## config.mk

```make
export PLATFORM = sky130hd
export DESIGN_NAME = rc4_phase_ctrl
export DESIGN_NICKNAME = d
export VERILOG_FILES = /design/src/rtl/rc4_phase_ctrl.sv
export SDC_FILE = /design/constraint.sdc
export NUM_CORES = 1
export LEC_CHECK = 0
export CORE_MARGIN = 2
export CORE_UTILIZATION = 56
export DETAILED_ROUTE_END_ITERATION = 8
export PLACE_DENSITY = 0.86
export SLEW_MARGIN = 20
export SYNTH_ARGS = -nofsm -noshare
export SYNTH_HDL_FRONTEND = slang
export SYNTH_SLANG_ARGS = --single-unit
```

## constraint.sdc

```tcl
create_clock -name clk -period 8.3 [get_ports clk]
set_clock_uncertainty 0.05 [all_clocks]
set_input_delay 1.245 -clock clk [delete_from_list [all_inputs] [get_ports clk]]
set_output_delay 1.245 -clock clk [all_outputs]
set_load 0.03 [all_outputs]
```

## src/rtl/rc4_phase_ctrl.sv

```systemverilog
// -----------------------------------------------------------------------------
// rc4_phase_ctrl
//   Phase sequencer for the RC4 core. Walks the S-box engine through
//   IDLE -> INIT (S[i]=i fill) -> KSA -> READY, and from READY runs keystream
//   (PRGA) requests of a given byte length. Every output is registered.
//
// Parameters
//   LEN_W    width of req_len and byte_cnt
//   TIMEOUT  watchdog limit in cycles per engine phase (RC4_WDOG_EN only)
//
// Optional feature (macro RC4_WDOG_EN)
//   Adds a per-phase cycle watchdog and the wdog_trip output. Without the
//   macro the controller waits indefinitely for the engine.
//
// Ports
//   clk, rst_n     clock, asynchronous active-low reset
//   key_setup_en   rekey request (single-cycle sample)
//   cipher_req     keystream request (single-cycle sample), length on req_len
//   init_done      engine finished the S-box fill
//   ksa_done       engine finished the key schedule
//   ks_valid       engine produced one keystream byte this cycle
//   init_start     pulse: begin S-box fill
//   ksa_start      pulse: begin KSA
//   prga_en        level: engine may generate keystream bytes
//   key_ready      S-box holds a valid keyed state
//   busy           controller is in INIT, KSA or PRGA
//   done           pulse: request complete
//   reject         pulse: request refused (or watchdog abort)
//   byte_cnt       bytes delivered in the current/last request
//   wdog_trip      pulse: watchdog expired (RC4_WDOG_EN only)
// -----------------------------------------------------------------------------
module rc4_phase_ctrl #(
    parameter int LEN_W   = 16,
    parameter int TIMEOUT = 1024
) (
    input  logic             clk,
    input  logic             rst_n,
    input  logic             key_setup_en,
    input  logic             cipher_req,
    input  logic [LEN_W-1:0] req_len,
    input  logic             init_done,
    input  logic             ksa_done,
    input  logic             ks_valid,
    output logic             init_start,
    output logic             ksa_start,
    output logic             prga_en,
    output logic             key_ready,
    output logic             busy,
    output logic             done,
    output logic             reject,
    output logic [LEN_W-1:0] byte_cnt
`ifdef RC4_WDOG_EN
    ,
    output logic             wdog_trip
`endif
);

    typedef enum logic [2:0] {
        S_IDLE,
        S_INIT,
        S_KSA,
        S_READY,
        S_PRGA
    } state_e;

    state_e           state_q, state_d;
    logic             init_start_q, init_start_d;
    logic             ksa_start_q, ksa_start_d;
    logic             prga_en_q, prga_en_d;
    logic             key_ready_q, key_ready_d;
    logic             busy_q, busy_d;
    logic             done_q, done_d;
    logic             reject_q, reject_d;
    logic [LEN_W-1:0] cnt_q, cnt_d;
    logic [LEN_W-1:0] len_q, len_d;
    logic [LEN_W-1:0] cnt_inc;

`ifdef RC4_WDOG_EN
    localparam int WD_W = $clog2(TIMEOUT + 1);
    logic [WD_W-1:0] wd_q, wd_d;
    logic            trip_q, trip_d;
    logic            progress;
`else
    // TIMEOUT has no effect without the watchdog; it stays in the parameter
    // list so both builds share one instantiation template.
    if (TIMEOUT < 1) begin : g_timeout_unused
    end
`endif

    assign cnt_inc = cnt_q + 1'b1;

    always_comb begin
        state_d      = state_q;
        init_start_d = 1'b0;
        ksa_start_d  = 1'b0;
        done_d       = 1'b0;
        reject_d     = 1'b0;
        prga_en_d    = prga_en_q;
        key_ready_d  = key_ready_q;
        cnt_d        = cnt_q;
        len_d        = len_q;

        case (state_q)
            S_IDLE: begin
                if (key_setup_en) begin
                    state_d      = S_INIT;
                    init_start_d = 1'b1;
                    reject_d     = cipher_req;
                end else if (cipher_req) begin
                    reject_d = 1'b1;
                end
            end
            S_INIT: begin
                reject_d = key_setup_en | cipher_req;
                if (init_done) begin
                    state_d     = S_KSA;
                    ksa_start_d = 1'b1;
                end
            end
            S_KSA: begin
                reject_d = key_setup_en | cipher_req;
                if (ksa_done) begin
                    state_d     = S_READY;
                    key_ready_d = 1'b1;
                end
            end
            S_READY: begin
                // Rekey has priority over a simultaneous cipher request.
                if (key_setup_en) begin
                    state_d      = S_INIT;
                    init_start_d = 1'b1;
                    key_ready_d  = 1'b0;
                    reject_d     = cipher_req;
                end else if (cipher_req) begin
                    cnt_d = '0;
                    if (req_len != '0) begin
                        len_d     = req_len;
                        state_d   = S_PRGA;
                        prga_en_d = 1'b1;
                    end else begin
                        done_d = 1'b1;
                    end
                end
            end
            S_PRGA: begin
                reject_d = key_setup_en | cipher_req;
                if (ks_valid) begin
                    cnt_d = cnt_inc;
                    if (cnt_inc == len_q) begin
                        state_d   = S_READY;
                        prga_en_d = 1'b0;
                        done_d    = 1'b1;
                    end
                end
            end
            default: begin
                state_d   = S_IDLE;
                prga_en_d = 1'b0;
            end
        endcase

`ifdef RC4_WDOG_EN
        // The counter measures cycles without progress in the current phase.
        progress = (state_d != state_q) || ((state_q == S_PRGA) && ks_valid);
        trip_d   = 1'b0;
        wd_d     = '0;
        if ((state_q == S_INIT) || (state_q == S_KSA) || (state_q == S_PRGA)) begin
            if (progress) begin
                wd_d = '0;
            end else if (wd_q == WD_W'(TIMEOUT - 1)) begin
                state_d     = S_IDLE;
                key_ready_d = 1'b0;
                prga_en_d   = 1'b0;
                reject_d    = 1'b1;
                trip_d      = 1'b1;
                done_d      = 1'b0;
                wd_d        = '0;
            end else begin
                wd_d = wd_q + 1'b1;
            end
        end
`endif

        busy_d = (state_d == S_INIT) || (state_d == S_KSA) || (state_d == S_PRGA);
    end

    always_ff @(posedge clk or negedge rst_n) begin
        if (!rst_n) begin
            state_q      <= S_IDLE;
            init_start_q <= 1'b0;
            ksa_start_q  <= 1'b0;
            prga_en_q    <= 1'b0;
            key_ready_q  <= 1'b0;
            busy_q       <= 1'b0;
            done_q       <= 1'b0;
            reject_q     <= 1'b0;
            cnt_q        <= '0;
            len_q        <= '0;
`ifdef RC4_WDOG_EN
            wd_q         <= '0;
            trip_q       <= 1'b0;
`endif
        end else begin
            state_q      <= state_d;
            init_start_q <= init_start_d;
            ksa_start_q  <= ksa_start_d;
            prga_en_q    <= prga_en_d;
            key_ready_q  <= key_ready_d;
            busy_q       <= busy_d;
            done_q       <= done_d;
            reject_q     <= reject_d;
            cnt_q        <= cnt_d;
            len_q        <= len_d;
`ifdef RC4_WDOG_EN
            wd_q         <= wd_d;
            trip_q       <= trip_d;
`endif
        end
    end

    assign init_start = init_start_q;
    assign ksa_start  = ksa_start_q;
    assign prga_en    = prga_en_q;
    assign key_ready  = key_ready_q;
    assign busy       = busy_q;
    assign done       = done_q;
    assign reject     = reject_q;
    assign byte_cnt   = cnt_q;
`ifdef RC4_WDOG_EN
    assign wdog_trip  = trip_q;
`endif

endmodule

```

Word level (Yosys, flattened, before mapping)
Cells that the tools add are included.
{ "classes": {"addsub": 1, "n_eq_ne": 15, "mux": 36, "n_bitwise": 3, "reduce_logical": 13} }
{ "op_table": {"columns": ["op", "n"], "rows": [
  ["two-way mux 16 bit", 3],
  ["case mux 16 bit (2 select lines)", 1],
  ["two-way mux 3 bit", 8],
  ["two-way mux 1 bit", 19],
  ["adder 16 x 1 -> 16 bit (second input constant)", 1],
  ["== test 16 bit", 1],
  ["nonzero test 16 bit", 1],
  ["case mux 3 bit (5 select lines)", 1],
  ["inequality test 2 bit (second input constant)", 7],
  ["== test 3 x 2 -> 1 bit (second input constant)", 3],
  ["AND reduction 4 bit", 2],
  ["== test 3 x 1 -> 1 bit (second input constant)", 2],
  ["== test 3 bit (second input constant)", 2],
  ["case mux 1 bit (3 select lines)", 2],
  ["AND reduction 6 bit", 1],
  ["OR reduction 3 bit", 2],
  ["case mux 1 bit (2 select lines)", 2],
  ["nonzero test 2 bit", 2],
  ["zero test 3 bit", 1],
  ["AND reduction 3 bit", 1],
  ["logical OR 1 bit", 2],
  ["NOT 1 bit", 2],
  ["OR reduction 2 bit", 1],
  ["bitwise OR 1 bit", 1]
]} }
{ "totals": {"reg_bits": 42, "output_inout_bits": 23, "elab_cells": 78} }

Longest topological paths before layout
{ "depth": {"word_depth": 8, "mapped_depth": 9, "mapped_depth_nobuf": 8} }

Worst setup path before layout
No wires, ideal clock.
{ "synth_timing": {"kind": "input to register", "from": "input req_len[10]", "to": "register len_q[1]", "setup_time_ns": 0.125, "arrival_time_ns": 2.803, "required_ns": 8.125, "slack_ns": 5.323, "path_stages": 6, "path_cell_list": "nor4_1 nand4_1 nand2b_1 clkbuf_1 buf_1 mux2_2"} }
{ "synth_between": {"elab_chain_cells": 2} }
{ "synth_lines": {"columns": ["item", "line", "text"], "rows": [
  ["start, declared", "40", "input logic [LEN_W-1:0] req_len,"],
  ["nonzero test 16 bit", "136", "if (req_len != '0) begin"],
  ["AND reduction 4 bit (no source line)", null, null],
  ["end signal, assigned", "213", "len_q <= len_d;"],
  ["end, declared", "75", "logic [LEN_W-1:0] len_q, len_d;"]
]} }
Every way passes these cells.
A chain may end at the register's enable or synchronous reset.

Worst setup path after layout
{ "layout_timing": {"from": "input key_setup_en", "to": "register len_q[0]"} }
{ "layout_between": {"elab_chain_cells": 2} }
{ "layout_lines": {"columns": ["item", "line", "text"], "rows": [
  ["start, declared", "38", "input logic key_setup_en,"],
  ["NOT 1 bit (no source line)", null, null],
  ["AND reduction 4 bit (no source line)", null, null]
]} }
Every way passes these cells.

==> out/results.ini <==
[critical_path]
required_ps = 8440
ff2ff_path_depth = 8
reg2reg_to = busy
crit_cells = 5
critPathLaunch = key_setup_en
crit_arrival_ps = 3500
cp_cell_sequence = clkdlybuf4s50_1 > nor2b_1 > nand3_1 > nand2b_1 > mux2_2
slowest_delay_ps = 620
critPathBufInv = 1
startpoint_type = primary input
crit_family = simple AND/OR/NAND/NOR gates
endpoint_kind = register
rr_startpoint = byte_cnt[0]
cp-endpoint = len_q[0]
crit_fanout = 18
cpMaxStageDelayCell = nand2b_1
rrSetupSlack_ps = 5430
path_class = in -> reg

[grt]
grt_pass1_vias = 2023
grt_antenna_before_repair = 0
gr-total-overflow = 0
grt_pass1_wl_um = 9990
grt_use_total_pct = 26.2
grt_max_degree = 43

[sta]
hold_viol_final = 0
maxSlewViolCount = 0
fmax_mhz = 297
min_period_ps = 3360
rsz0062_at_grt = false
fin_crit_sh_pct = 40.5
setup-tns-final_ps = 0
setup_viol = 0
tightest_slew_ps = 926
maxSlewHeadroom_pct = 38.2

[final_layout]
syn2layout_area_growth_pct = 23.2
fin_nets = 317
layout_commonest_cell = clkdlybuf4s50_1
fillerInstances = 311
finish.utilization_pct = 72.6
diodes = 0
design_area_mm2 = 0.00293
drive_gt1_share_pct = 9.86
layout.cells.non_filler = 344
layout_common_cells = 44 x clkdlybuf4s50_1, 42 x dfrtp_1, 29 x o21ai_0

[placed_design]
placement.cell_area_mm2 = 0.00284
port_buffers = 45
dpl.hpwl_um = 4050
dp.cells = 336
gp_congestion = 0.954

[detailed_routing]
postRouteAntennaNets = 0
wl_met3_um = 417
drtIter0Drc = 239
vias = 2080
drc_errors = 0
routed_via_density = 6.05
drt_wl_total_um = 5640
wire_per_inst_um = 16.4
wirelength_met1_um = 2420
routed.top_layer = met4
wl_met2_um = 2690
drtPass1Iterations = 4

[synthesis]
synth_cell_types = 39
ys_seq_area_share_pct = 44.2
syn_nets = 277
yosys_warnings = 0
yosys-top-cells-area = dfrtp_1 44%, mux2_2 7.6%, o21ai_0 6.1%, xor2_1 4.4%, xnor2_1 4.1%
synth-seq-cells = 42
synth_area_leader_cell = dfrtp_1
synthCells = 253
syn_area_per_cell_um2 = 9.39
syn_area_mm2 = 0.00238
synth_top_area_share_pct = 44.2

[run_status]
outcome = completed

[power_and_ir_drop]
power_density_mw_per_mm2 = 266
total_power_w = 0.000777
irDropWorstVdd_mv = 0.192
cellLeakagePower_nw = 1.20

[clock_network]
cts_buffers = 5
clkTransAtPathRegs_ps = 80
clock-sinks = 42
cts_max_path_buffers = 2
root_buffer = clkbuf_8
post_cts_buffers = 0
cts.htree.levels = 2
clock_latency_ps = 300
ctsResizeCount = 0
ctsHoldBuffers = 0
cts_tree = yes

[die]
ios = 46
dieArea_mm2 = 0.00478
placementRows = 23
die_w_um = 69.1
dieHeight_um = 69.1
start_util_pct = 59.0
core_area_mm2 = 0.00403

[job]
cap_viol_max_count = 0

[min_path]
hold_class = reg -> reg

## sequential cells by signal, indices dropped and copies added, names as in the netlist
name        cells
reject          1
len_q          16
done            1
init_start      1
ksa_start       1
state_q         3
byte_cnt       16
busy            1
key_ready       1
prga_en         1
## metrics by stage
| step | hold slack, ps | worst slack [ps] |
|---|---|---|
| 4_1_cts | 485 | 5000 |
| 3_5_place_dp | 467 | 4690 |
| 5_1_grt | 498 | 4840 |
| 2_1_floorplan | 441 | 5320 |
| 6_report | 484 | 4940 |
| 3_3_place_gp | 439 | 4750 |
## routing by layer
metal	up-vias	global-route usage (%)
met5	-	0
met4	0	10.9
met3	12	5.26
met2	97	39.4
met1	976	36.9
li1	995	-
## final cells by class
cell class | count | area, µm² | area share (%)
clock inverter | 3 | 21.3 | 0.727
timing repair buffer | 45 | 445 | 15.2
tap | 50 | 62.6 | 2.14
sequential | 42 | 1050 | 35.9
multi-input combinational | 197 | 1270 | 43.4
clock buffer | 5 | 68.8 | 2.35
inverter | 2 | 7.51 | 0.257
## synthesized netlist by cell type
cell       instances
nor4_1             6
or4b_4             1
xnor3_1            1
buf_4              1
and4_1             4
and3_1             3
and2_1             3
o22ai_1            1
xnor2_1           11
nand2_1           21
or3_4              1
mux2i_1            1
o2bb2ai_1          1
mux2_2            16
buf_1              1
a21oi_1           11
ha_1               1
buf_2              3
inv_1              2
o41ai_1            1
o21ai_0           29
nor2_1            20
a41oi_1            1
nor3b_1            2
o31ai_1            3
a31oi_1            2
o311ai_0           1
nor3_1             7
nor2b_1            6
clkbuf_1           7
nand2b_1           3
nand4_1            6
and2_4             1
nand3_1           14
xor2_1            12
a22o_1             1
dfrtp_1           42
or3_1              3
a211oi_1           3
## how the worst min path moves through the flow
stage / cells after the start / endpoint / startpoint
after floorplan: 1 / len_q[2] / len_q[2]
after global placement: 2 / key_ready / key_ready
after detailed placement: 1 / len_q[1] / len_q[1]
after CTS: 1 / len_q[1] / len_q[1]
after global routing: 1 / len_q[2] / len_q[2]
final: 1 / len_q[1] / len_q[1]
## kinds of logic after synthesis
| family | count (synthesis) | synth area share, % |
|---|---|---|
| simple gates | 101 | 22.3 |
| buf+inv | 14 | 2.53 |
| mux | 17 | 8.00 |
| compound gates | 54 | 13.0 |
| flops | 42 | 44.2 |
| xor+xnor | 24 | 9.43 |
| fa+ha+maj | 1 | 0.527 |
## power breakdown
group	total, W	switching [W]	internal, W
Clock	0.000135	0.0000757	0.0000591
Sequential	0.000342	0.0000747	0.000267
Combinational	0.000300	0.000149	0.000152
No activity file was read; power rests on OpenSTA's default activity.
